===== src/rtl/ibex_trap_controller_if.sv =====
// IF/ID trap controller port bundle: decoder/LSU/interrupt inputs and redirect/CSR strobes.
// master = controller side, slave = the pipeline and interrupt sources around it.
interface ibex_trap_controller_if #(
  parameter int NUM_FAST_IRQ = 15
);
  logic                    fetch_enable_i;
  logic                    instr_valid_i;
  logic                    illegal_insn_i;
  logic                    ecall_insn_i;
  logic                    mret_insn_i;
  logic                    wfi_insn_i;
  logic                    instr_fetch_err_i;
  logic                    branch_set_i;
  logic                    stall_i;
  logic                    load_err_i;
  logic                    store_err_i;
  logic [31:0]             lsu_addr_last_i;
  logic [31:0]             pc_id_i;
  logic [31:0]             instr_i;
  logic                    csr_mstatus_mie_i;
  logic                    irq_software_i;
  logic                    irq_timer_i;
  logic                    irq_external_i;
  logic [NUM_FAST_IRQ-1:0] irq_fast_i;
  logic                    irq_nm_i;

  logic                    ctrl_busy_o;
  logic                    instr_req_o;
  logic                    pc_set_o;
  logic [2:0]              pc_mux_o;
  logic [5:0]              exc_cause_o;
  logic                    csr_save_if_o;
  logic                    csr_save_id_o;
  logic                    csr_save_cause_o;
  logic                    csr_restore_mret_o;
  logic [31:0]             csr_mtval_o;
  logic                    id_in_ready_o;
  logic                    instr_valid_clear_o;
  logic                    nmi_mode_o;
  logic                    irq_ack_o;
  logic [4:0]              irq_ack_id_o;

  modport master (
    input  fetch_enable_i, instr_valid_i, illegal_insn_i, ecall_insn_i, mret_insn_i,
           wfi_insn_i, instr_fetch_err_i, branch_set_i, stall_i, load_err_i, store_err_i,
           lsu_addr_last_i, pc_id_i, instr_i, csr_mstatus_mie_i, irq_software_i,
           irq_timer_i, irq_external_i, irq_fast_i, irq_nm_i,
    output ctrl_busy_o, instr_req_o, pc_set_o, pc_mux_o, exc_cause_o, csr_save_if_o,
           csr_save_id_o, csr_save_cause_o, csr_restore_mret_o, csr_mtval_o,
           id_in_ready_o, instr_valid_clear_o, nmi_mode_o, irq_ack_o, irq_ack_id_o
  );

  modport slave (
    output fetch_enable_i, instr_valid_i, illegal_insn_i, ecall_insn_i, mret_insn_i,
           wfi_insn_i, instr_fetch_err_i, branch_set_i, stall_i, load_err_i, store_err_i,
           lsu_addr_last_i, pc_id_i, instr_i, csr_mstatus_mie_i, irq_software_i,
           irq_timer_i, irq_external_i, irq_fast_i, irq_nm_i,
    input  ctrl_busy_o, instr_req_o, pc_set_o, pc_mux_o, exc_cause_o, csr_save_if_o,
           csr_save_id_o, csr_save_cause_o, csr_restore_mret_o, csr_mtval_o,
           id_in_ready_o, instr_valid_clear_o, nmi_mode_o, irq_ack_o, irq_ack_id_o
  );
endinterface


===== src/rtl/ibex_trap_controller.sv =====
// IF/ID trap controller: boot, exception/interrupt entry, mret and wfi sleep sequencing,
// with fixed or round-robin fast-interrupt arbitration and an interrupt acknowledge pulse.
module ibex_trap_controller #(
  parameter int NUM_FAST_IRQ = 15,
  parameter bit FAST_IRQ_RR  = 1'b0
) (
  input  logic                   clk,
  input  logic                   rst_ni,
  ibex_trap_controller_if.master bus
);
  localparam logic [2:0] PC_BOOT = 3'd0, PC_JUMP = 3'd1, PC_EXC = 3'd2, PC_ERET = 3'd3;

  typedef enum logic [2:0] {
    RESET, BOOT_SET, FIRST_FETCH, DECODE, FLUSH, IRQ_TAKEN, WAIT_SLEEP, SLEEP
  } state_e;

  state_e      state_q, state_d;
  logic        nmi_mode_q, nmi_mode_d;
  logic [3:0]  rr_ptr_q, rr_ptr_d;
  logic        exc_req_q, illegal_q, ecall_q, fetch_err_q, mret_q, wfi_q;
  logic        load_err_q, store_err_q;

  logic        in_flush, valid, exc_req, special_req, handle_irq, nmi_take, irq_std;
  logic        fast_any, halt_if, flush_id;
  logic [15:0] fast_vec;
  logic [3:0]  fast_id, idx;

  logic        instr_req, ctrl_busy, pc_set, save_if, save_id, save_cause, restore_mret, irq_ack;
  logic [2:0]  pc_mux;
  logic [5:0]  exc_cause;
  logic [31:0] mtval;

  assign valid       = bus.instr_valid_i;
  assign in_flush    = (state_q == FLUSH);
  assign exc_req     = valid & (bus.illegal_insn_i | bus.ecall_insn_i | bus.instr_fetch_err_i);
  assign special_req = (valid & (bus.mret_insn_i | bus.wfi_insn_i)) | exc_req |
                       bus.load_err_i | bus.store_err_i;

  assign fast_vec   = 16'(bus.irq_fast_i);
  assign fast_any   = |bus.irq_fast_i;
  assign irq_std    = bus.irq_software_i | bus.irq_timer_i | bus.irq_external_i | fast_any;
  assign nmi_take   = bus.irq_nm_i & ~nmi_mode_q;
  assign handle_irq = nmi_take | (bus.csr_mstatus_mie_i & irq_std);

  // Round-robin walks downward so the index closest above rr_ptr_q is assigned last and wins.
  always_comb begin
    fast_id = '0;
    idx     = '0;
    if (FAST_IRQ_RR) begin
      for (int k = NUM_FAST_IRQ; k >= 1; k--) begin
        idx = 4'((int'(rr_ptr_q) + k) % NUM_FAST_IRQ);
        if (fast_vec[idx]) fast_id = idx;
      end
    end else begin
      for (int i = 0; i < NUM_FAST_IRQ; i++)
        if (fast_vec[4'(i)]) fast_id = 4'(i);
    end
  end

  always_ff @(posedge clk) begin
    if (!rst_ni) begin
      state_q     <= RESET;
      nmi_mode_q  <= 1'b0;
      rr_ptr_q    <= 4'(NUM_FAST_IRQ - 1);
      exc_req_q   <= 1'b0;
      illegal_q   <= 1'b0;
      ecall_q     <= 1'b0;
      fetch_err_q <= 1'b0;
      mret_q      <= 1'b0;
      wfi_q       <= 1'b0;
      load_err_q  <= 1'b0;
      store_err_q <= 1'b0;
    end else begin
      state_q     <= state_d;
      nmi_mode_q  <= nmi_mode_d;
      rr_ptr_q    <= rr_ptr_d;
      exc_req_q   <= exc_req & ~in_flush;
      illegal_q   <= valid & bus.illegal_insn_i & ~in_flush;
      ecall_q     <= valid & bus.ecall_insn_i & ~in_flush;
      fetch_err_q <= valid & bus.instr_fetch_err_i & ~in_flush;
      mret_q      <= valid & bus.mret_insn_i;
      wfi_q       <= valid & bus.wfi_insn_i;
      load_err_q  <= bus.load_err_i;
      store_err_q <= bus.store_err_i;
    end
  end

  always_comb begin
    state_d      = state_q;
    nmi_mode_d   = nmi_mode_q;
    rr_ptr_d     = rr_ptr_q;
    instr_req    = 1'b1;
    ctrl_busy    = 1'b1;
    pc_set       = 1'b0;
    pc_mux       = PC_BOOT;
    exc_cause    = '0;
    save_if      = 1'b0;
    save_id      = 1'b0;
    save_cause   = 1'b0;
    restore_mret = 1'b0;
    mtval        = '0;
    halt_if      = 1'b0;
    flush_id     = 1'b0;
    irq_ack      = 1'b0;
    case (state_q)
      RESET: begin
        instr_req = 1'b0;
        pc_set    = 1'b1;
        if (bus.fetch_enable_i) state_d = BOOT_SET;
      end
      BOOT_SET: begin
        pc_set  = 1'b1;
        state_d = FIRST_FETCH;
      end
      FIRST_FETCH: begin
        if (handle_irq) begin
          state_d  = IRQ_TAKEN;
          halt_if  = 1'b1;
          flush_id = 1'b1;
        end else if (!bus.stall_i) begin
          state_d = DECODE;
        end
      end
      DECODE: begin
        if (valid && special_req) begin
          state_d = FLUSH;
          halt_if = 1'b1;
        end else if (bus.branch_set_i) begin
          pc_set = 1'b1;
          pc_mux = PC_JUMP;
        end
        if (!bus.stall_i && !special_req && handle_irq) begin
          state_d  = IRQ_TAKEN;
          halt_if  = 1'b1;
          flush_id = 1'b1;
        end
      end
      FLUSH: begin
        halt_if  = 1'b1;
        flush_id = 1'b1;
        state_d  = DECODE;
        if (exc_req_q || load_err_q || store_err_q) begin
          pc_set     = 1'b1;
          pc_mux     = PC_EXC;
          save_id    = 1'b1;
          save_cause = 1'b1;
          if (fetch_err_q) begin
            exc_cause = 6'd1;  mtval = bus.pc_id_i;
          end else if (illegal_q) begin
            exc_cause = 6'd2;  mtval = bus.instr_i;
          end else if (ecall_q) begin
            exc_cause = 6'd11;
          end else if (store_err_q) begin
            exc_cause = 6'd7;  mtval = bus.lsu_addr_last_i;
          end else begin
            exc_cause = 6'd5;  mtval = bus.lsu_addr_last_i;
          end
        end else if (mret_q) begin
          pc_set       = 1'b1;
          pc_mux       = PC_ERET;
          restore_mret = 1'b1;
          nmi_mode_d   = 1'b0;
        end else if (wfi_q) begin
          state_d = WAIT_SLEEP;
        end
      end
      IRQ_TAKEN: begin
        state_d = DECODE;
        // A source that dropped between decision and entry produces no strobes at all.
        if (handle_irq) begin
          pc_set     = 1'b1;
          pc_mux     = PC_EXC;
          save_if    = 1'b1;
          save_cause = 1'b1;
          irq_ack    = 1'b1;
          if (nmi_take) begin
            exc_cause  = 6'h3F;
            nmi_mode_d = 1'b1;
          end else if (fast_any) begin
            exc_cause = {2'b11, fast_id};
            rr_ptr_d  = fast_id;
          end else if (bus.irq_external_i) begin
            exc_cause = 6'h2B;
          end else if (bus.irq_software_i) begin
            exc_cause = 6'h23;
          end else begin
            exc_cause = 6'h27;
          end
        end
      end
      WAIT_SLEEP: begin
        ctrl_busy = 1'b0;
        instr_req = 1'b0;
        halt_if   = 1'b1;
        flush_id  = 1'b1;
        state_d   = SLEEP;
      end
      SLEEP: begin
        ctrl_busy = 1'b0;
        instr_req = 1'b0;
        halt_if   = 1'b1;
        flush_id  = 1'b1;
        // Wake ignores mie: a masked interrupt still resumes fetch.
        if (irq_std || bus.irq_nm_i) begin
          ctrl_busy = 1'b1;
          state_d   = FIRST_FETCH;
        end
      end
      default: state_d = RESET;
    endcase
  end

  assign bus.ctrl_busy_o         = ctrl_busy;
  assign bus.instr_req_o         = instr_req;
  assign bus.pc_set_o            = pc_set;
  assign bus.pc_mux_o            = pc_mux;
  assign bus.exc_cause_o         = exc_cause;
  assign bus.csr_save_if_o       = save_if;
  assign bus.csr_save_id_o       = save_id;
  assign bus.csr_save_cause_o    = save_cause;
  assign bus.csr_restore_mret_o  = restore_mret;
  assign bus.csr_mtval_o         = mtval;
  assign bus.id_in_ready_o       = ~bus.stall_i & ~halt_if;
  assign bus.instr_valid_clear_o = ~(bus.stall_i | halt_if) | flush_id;
  assign bus.nmi_mode_o          = nmi_mode_q;
  assign bus.irq_ack_o           = irq_ack;
  assign bus.irq_ack_id_o        = exc_cause[4:0];
endmodule


===== src/flat_wrapper.sv =====
// flat-port wrapper written by rule: the top's interface ports become plain ports
module ibex_trap_controller_flat 
#(
  parameter int NUM_FAST_IRQ = 15,
  parameter bit FAST_IRQ_RR  = 1'b0
)
  (clk, rst_ni, bus_fetch_enable_i, bus_instr_valid_i, bus_illegal_insn_i, bus_ecall_insn_i, bus_mret_insn_i, bus_wfi_insn_i, bus_instr_fetch_err_i, bus_branch_set_i, bus_stall_i, bus_load_err_i, bus_store_err_i, bus_lsu_addr_last_i, bus_pc_id_i, bus_instr_i, bus_csr_mstatus_mie_i, bus_irq_software_i, bus_irq_timer_i, bus_irq_external_i, bus_irq_fast_i, bus_irq_nm_i, bus_ctrl_busy_o, bus_instr_req_o, bus_pc_set_o, bus_pc_mux_o, bus_exc_cause_o, bus_csr_save_if_o, bus_csr_save_id_o, bus_csr_save_cause_o, bus_csr_restore_mret_o, bus_csr_mtval_o, bus_id_in_ready_o, bus_instr_valid_clear_o, bus_nmi_mode_o, bus_irq_ack_o, bus_irq_ack_id_o);
  ibex_trap_controller_if #(.NUM_FAST_IRQ(NUM_FAST_IRQ)) bus_i ();
  input  logic clk;
  input  logic rst_ni;
  input wire logic [$bits(bus_i.fetch_enable_i)-1:0] bus_fetch_enable_i;
  input wire logic [$bits(bus_i.instr_valid_i)-1:0] bus_instr_valid_i;
  input wire logic [$bits(bus_i.illegal_insn_i)-1:0] bus_illegal_insn_i;
  input wire logic [$bits(bus_i.ecall_insn_i)-1:0] bus_ecall_insn_i;
  input wire logic [$bits(bus_i.mret_insn_i)-1:0] bus_mret_insn_i;
  input wire logic [$bits(bus_i.wfi_insn_i)-1:0] bus_wfi_insn_i;
  input wire logic [$bits(bus_i.instr_fetch_err_i)-1:0] bus_instr_fetch_err_i;
  input wire logic [$bits(bus_i.branch_set_i)-1:0] bus_branch_set_i;
  input wire logic [$bits(bus_i.stall_i)-1:0] bus_stall_i;
  input wire logic [$bits(bus_i.load_err_i)-1:0] bus_load_err_i;
  input wire logic [$bits(bus_i.store_err_i)-1:0] bus_store_err_i;
  input wire logic [$bits(bus_i.lsu_addr_last_i)-1:0] bus_lsu_addr_last_i;
  input wire logic [$bits(bus_i.pc_id_i)-1:0] bus_pc_id_i;
  input wire logic [$bits(bus_i.instr_i)-1:0] bus_instr_i;
  input wire logic [$bits(bus_i.csr_mstatus_mie_i)-1:0] bus_csr_mstatus_mie_i;
  input wire logic [$bits(bus_i.irq_software_i)-1:0] bus_irq_software_i;
  input wire logic [$bits(bus_i.irq_timer_i)-1:0] bus_irq_timer_i;
  input wire logic [$bits(bus_i.irq_external_i)-1:0] bus_irq_external_i;
  input wire logic [$bits(bus_i.irq_fast_i)-1:0] bus_irq_fast_i;
  input wire logic [$bits(bus_i.irq_nm_i)-1:0] bus_irq_nm_i;
  output wire logic [$bits(bus_i.ctrl_busy_o)-1:0] bus_ctrl_busy_o;
  output wire logic [$bits(bus_i.instr_req_o)-1:0] bus_instr_req_o;
  output wire logic [$bits(bus_i.pc_set_o)-1:0] bus_pc_set_o;
  output wire logic [$bits(bus_i.pc_mux_o)-1:0] bus_pc_mux_o;
  output wire logic [$bits(bus_i.exc_cause_o)-1:0] bus_exc_cause_o;
  output wire logic [$bits(bus_i.csr_save_if_o)-1:0] bus_csr_save_if_o;
  output wire logic [$bits(bus_i.csr_save_id_o)-1:0] bus_csr_save_id_o;
  output wire logic [$bits(bus_i.csr_save_cause_o)-1:0] bus_csr_save_cause_o;
  output wire logic [$bits(bus_i.csr_restore_mret_o)-1:0] bus_csr_restore_mret_o;
  output wire logic [$bits(bus_i.csr_mtval_o)-1:0] bus_csr_mtval_o;
  output wire logic [$bits(bus_i.id_in_ready_o)-1:0] bus_id_in_ready_o;
  output wire logic [$bits(bus_i.instr_valid_clear_o)-1:0] bus_instr_valid_clear_o;
  output wire logic [$bits(bus_i.nmi_mode_o)-1:0] bus_nmi_mode_o;
  output wire logic [$bits(bus_i.irq_ack_o)-1:0] bus_irq_ack_o;
  output wire logic [$bits(bus_i.irq_ack_id_o)-1:0] bus_irq_ack_id_o;
  assign bus_i.fetch_enable_i = bus_fetch_enable_i;
  assign bus_i.instr_valid_i = bus_instr_valid_i;
  assign bus_i.illegal_insn_i = bus_illegal_insn_i;
  assign bus_i.ecall_insn_i = bus_ecall_insn_i;
  assign bus_i.mret_insn_i = bus_mret_insn_i;
  assign bus_i.wfi_insn_i = bus_wfi_insn_i;
  assign bus_i.instr_fetch_err_i = bus_instr_fetch_err_i;
  assign bus_i.branch_set_i = bus_branch_set_i;
  assign bus_i.stall_i = bus_stall_i;
  assign bus_i.load_err_i = bus_load_err_i;
  assign bus_i.store_err_i = bus_store_err_i;
  assign bus_i.lsu_addr_last_i = bus_lsu_addr_last_i;
  assign bus_i.pc_id_i = bus_pc_id_i;
  assign bus_i.instr_i = bus_instr_i;
  assign bus_i.csr_mstatus_mie_i = bus_csr_mstatus_mie_i;
  assign bus_i.irq_software_i = bus_irq_software_i;
  assign bus_i.irq_timer_i = bus_irq_timer_i;
  assign bus_i.irq_external_i = bus_irq_external_i;
  assign bus_i.irq_fast_i = bus_irq_fast_i;
  assign bus_i.irq_nm_i = bus_irq_nm_i;
  assign bus_ctrl_busy_o = bus_i.ctrl_busy_o;
  assign bus_instr_req_o = bus_i.instr_req_o;
  assign bus_pc_set_o = bus_i.pc_set_o;
  assign bus_pc_mux_o = bus_i.pc_mux_o;
  assign bus_exc_cause_o = bus_i.exc_cause_o;
  assign bus_csr_save_if_o = bus_i.csr_save_if_o;
  assign bus_csr_save_id_o = bus_i.csr_save_id_o;
  assign bus_csr_save_cause_o = bus_i.csr_save_cause_o;
  assign bus_csr_restore_mret_o = bus_i.csr_restore_mret_o;
  assign bus_csr_mtval_o = bus_i.csr_mtval_o;
  assign bus_id_in_ready_o = bus_i.id_in_ready_o;
  assign bus_instr_valid_clear_o = bus_i.instr_valid_clear_o;
  assign bus_nmi_mode_o = bus_i.nmi_mode_o;
  assign bus_irq_ack_o = bus_i.irq_ack_o;
  assign bus_irq_ack_id_o = bus_i.irq_ack_id_o;
  ibex_trap_controller #(.NUM_FAST_IRQ(NUM_FAST_IRQ), .FAST_IRQ_RR(FAST_IRQ_RR)) u_core (.clk(clk), .rst_ni(rst_ni), .bus(bus_i));
endmodule

===== config.mk =====
export PLATFORM = sky130hd
export DESIGN_NAME = ibex_trap_controller_flat
export DESIGN_NICKNAME = d
export VERILOG_FILES = /design/src/rtl/ibex_trap_controller_if.sv /design/src/rtl/ibex_trap_controller.sv /design/src/flat_wrapper.sv
export SDC_FILE = /design/constraint.sdc
export NUM_CORES = 1
export LEC_CHECK = 0
export ABC_AREA = 0
export CORE_ASPECT_RATIO = 1.4
export CORE_MARGIN = 2
export CORE_UTILIZATION = 30
export CTS_CLUSTER_SIZE = 10
export DETAILED_ROUTE_END_ITERATION = 8
export PLACE_DENSITY = 0.83
export SETUP_SLACK_MARGIN = 0.3
export SYNTH_ARGS = -nofsm -noshare
export SYNTH_HDL_FRONTEND = slang
export SYNTH_SLANG_ARGS = --single-unit

===== constraint.sdc =====
create_clock -name clk -period 2.3 [get_ports clk]
set_input_delay 0.46 -clock clk [delete_from_list [all_inputs] [get_ports clk]]
set_output_delay 0.46 -clock clk [all_outputs]
set_load 0.01 [all_outputs]

==> results_dict.tcl <==
set metrics [dict create \
    run_status "finished with violations" \
    violations "negative setup slack" \
    cts_buffer_depth 2 \
    htreeDepth 1 \
    dp_hpwl_um 7315 \
    maxSlewViolCount 0 \
    fp.coreArea_um2 5904 \
    yosysWarnings 0 \
    grt_antenna_before_repair 0 \
    slowest_delay_ns 0.42 \
    cp_data_required_time_ns 1.84 \
    grt_pass1_wl_um 15350 \
    root_buffer "clkbuf_8" \
    worst_pin_slew_ns 0.5749 \
    dpl_cell_area_um2 4013 \
    grt_max_degree 46 \
    route.detailed.drc 0 \
    track_usage 0.2869 \
    endpoint_kind "output port" \
    crit_chain "dlygate4sd2_1, or3_4, o21ai_4, buf_6, a21oi_4, or3_4, buf_6" \
    crit_buf_inv 3 \
    worstSkewPairLatency_ns 0.24 \
    ant_nets 0 \
    dieHeight_um 96.58 \
    worst_slack_ns -0.1088 \
    clk_pin_slew_worst_paths_ns 0.05 \
    synthesis.instances 291 \
    cts.sinks 12 \
    drtIter0Drc 233 \
    drv_cap 0 \
    hold_viol 0 \
    fill_cells 314 \
    critical_path.top_delay_family "simple AND/OR/NAND/NOR gates" \
    grt_pass1_vias 3131 \
    drive_gt1_frac 0.5320 \
    die_w_um 70.13 \
    antenna_cells 0 \
    syn_area_per_cell_um2 6.312 \
    worstPathMaxFanout 2 \
    die_area_um2 6773 \
    power_density_nw_per_um2 300.5 \
    leakage_nw 2.201 \
    syn_area_um2 1837 \
    initial_utilization 0.3111 \
    max_freq_mhz 415.1 \
    min_period_ns 2.409 \
    clock_skew_ns 0.004827 \
    final_util 0.8582 \
    final-setup-viol-count 7 \
    wire_per_inst_um 21.53 \
    placed_cells 556 \
    rows 33 \
    min_path_type "in2reg" \
    synth_nets 420 \
    routed_wl_um 12960 \
    synth_top_cell_by_area "nor2_1" \
    routed-via-count 3505 \
    synth_enable_flop_cells 0 \
    cts-buffers-inserted 3 \
    worstPathArrival_ns 1.95 \
    crit_path_start_kind "input pin" \
    synth_top_flop_cell "dfxtp_1" \
    final_nets 662 \
    synth.top_cell.area_share 0.1533 \
    power.total_mw 1.523 \
    instances_no_fill 602 \
    rsz0062_at_grt "yes" \
    synthTopCellsByArea "nor2_1, dfxtp_1, a22oi_1" \
    final_area_um2 5067 \
    cts_tree "done" \
    synth_seq_area_share 0.1308 \
    overflow 0 \
    synthArstFlopShare 0 \
    routabilityCongestion 0.8679 \
    port_buffers 184 \
    vdd_drop_max_uv 314.9 \
    timing.final.crit_share 1.047 \
    routed_via_density 5.822 \
    io_pins 186 \
    ys_seq_elements 12 \
    yosysUniqueCellTypes 54 \
    slowest_stage "or3_4" \
    drtPass1Iterations 5 \
    area_growth_pct 175.9 \
    slew_headroom 0.6134 \
    critPathKind "in2out" \
]
==> area by class of cell <==
type	count	area (um^2)	share of cell area
clock buffer	4	55.05	0.01086
inverter	7	31.28	0.006173
multi-input combinational	241	1996	0.3938
sequential	12	257.7	0.05086
tap	70	87.58	0.01728
timing repair buffer	268	2640	0.5210
==> Yosys cell counts, types with 2 or more instances <==
cell type and instances:
or3_1 2, buf_6 2, a21oi_1 41, buf_1 2
a22oi_1 31, o31ai_1 4, nor2b_1 3, nand3b_1 2
nor2_1 75, clkbuf_1 16, and2_1 5, nand3_1 2
nor4_4 3, and3_1 3, nor3_1 10, buf_4 10
nor3_2 2, inv_1 7, o21ai_0 6, o311a_1 2
nand2_1 13, dfxtp_1 12, a31oi_1 2, and2b_1 2
nand2b_1 5
==> layer usage <==
layer  global-route usage  wire (um)  vias to the layer above
met4               0.1266        874                        0
li1                     -          -                     1520
met1               0.2970       4139                     1649
met2               0.5532       6793                      249
met5                    0          0                        -
met3              0.06328       1156                       87
==> cell families (layout without fill, tap and decap cells) <==
group                  count (synthesis)  after routing  synth area share
AND/OR/NAND/NOR                      140            140            0.4040
AO/OA/AOI/OAI                        100            100            0.3563
flip-flops                            12             12            0.1308
other                                  1              1          0.002042
buffers and inverters                 38            279            0.1069
==> what timing repair did <==
| item | 4_1_cts | 5_1_grt |
|---|---|---|
| gates resized for setup | 363 | 172 |
| gates cloned | 2 | 3 |
| hold buffers | 0 | 0 |
| setup buffers | 21 | 16 |
| pin swaps | 36 | 59 |
| endpoints found under the setup margin | 58 | 54 |
==> power breakdown <==
group	internal [mW]	total, mW	switching (mW)	leakage (nW)
clock	0.151	0.230	0.0792	0.0288
sequential	0.228	0.254	0.0255	0.103
combinational	0.563	1.04	0.476	2.07
==> through the flow <==
| step | TNS, ns | setup WS, ns | hold slack (ns) |
|---|---|---|---|
| after floorplan | 0 | 0.2511 | 0.5407 |
| after global placement | -13.56 | -0.7822 | 0.5496 |
| after detailed placement | -14.93 | -0.8785 | 0.5730 |
| after CTS | -0.2590 | -0.08339 | 0.4727 |
| after global routing | -0.8362 | -0.1725 | 0.4358 |
| final | -0.3774 | -0.1088 | 0.4328 |
==> final timing paths <==
path                                 startpoint                                 end  slack [ns]  depth (start not counted)
max                             bus_irq_timer_i             bus_instr_valid_clear_o       -0.11                          7
min                            bus_ecall_insn_i           u_core.ecall_q$_SDFF_PN0_        0.43                          2
max reg2reg      u_core.state_q[0]$_SDFFE_PN0P_      u_core.state_q[0]$_SDFFE_PN0P_        0.45                          7
min reg2reg  u_core.bus.nmi_mode_o$_SDFFE_PN0P_  u_core.bus.nmi_mode_o$_SDFFE_PN0P_        0.59                          2
==> state kept, by name, indices dropped and copies added (netlist names) <==
signal and flops:
u_core.load_err_q 1, u_core.bus.nmi_mode_o 1, u_core.ecall_q 1, u_core.store_err_q 1, u_core.fetch_err_q 1, u_core.mret_q 1, u_core.wfi_q 1, u_core.illegal_q 1
u_core.exc_req_q 1, u_core.state_q 3
==> cell usage in the layout, fill, tap and decap left out, drive strengths merged, types with 2 or more instances in the layout <==
cell | Yosys | routed
a21oi | 41 | 41
a22oi | 31 | 31
a31oi | 3 | 3
and2 | 6 | 6
and2b | 3 | 3
and3 | 3 | 3
buf | 15 | 151
clkbuf | 16 | 10
clkdlybuf4s15 | 0 | 3
clkdlybuf4s50 | 0 | 99
dfxtp | 12 | 12
dlygate4sd2 | 0 | 9
inv | 7 | 7
nand2 | 13 | 13
nand2b | 6 | 6
nand3 | 2 | 2
nand3b | 2 | 2
nand4 | 2 | 2
nor2 | 75 | 75
nor2b | 3 | 3
nor3 | 12 | 12
nor3b | 2 | 2
nor4 | 4 | 4
o21ai | 7 | 7
o311a | 2 | 2
o311ai | 2 | 2
o31ai | 4 | 4
or3 | 3 | 3
(Power assumes the default switching activity.)
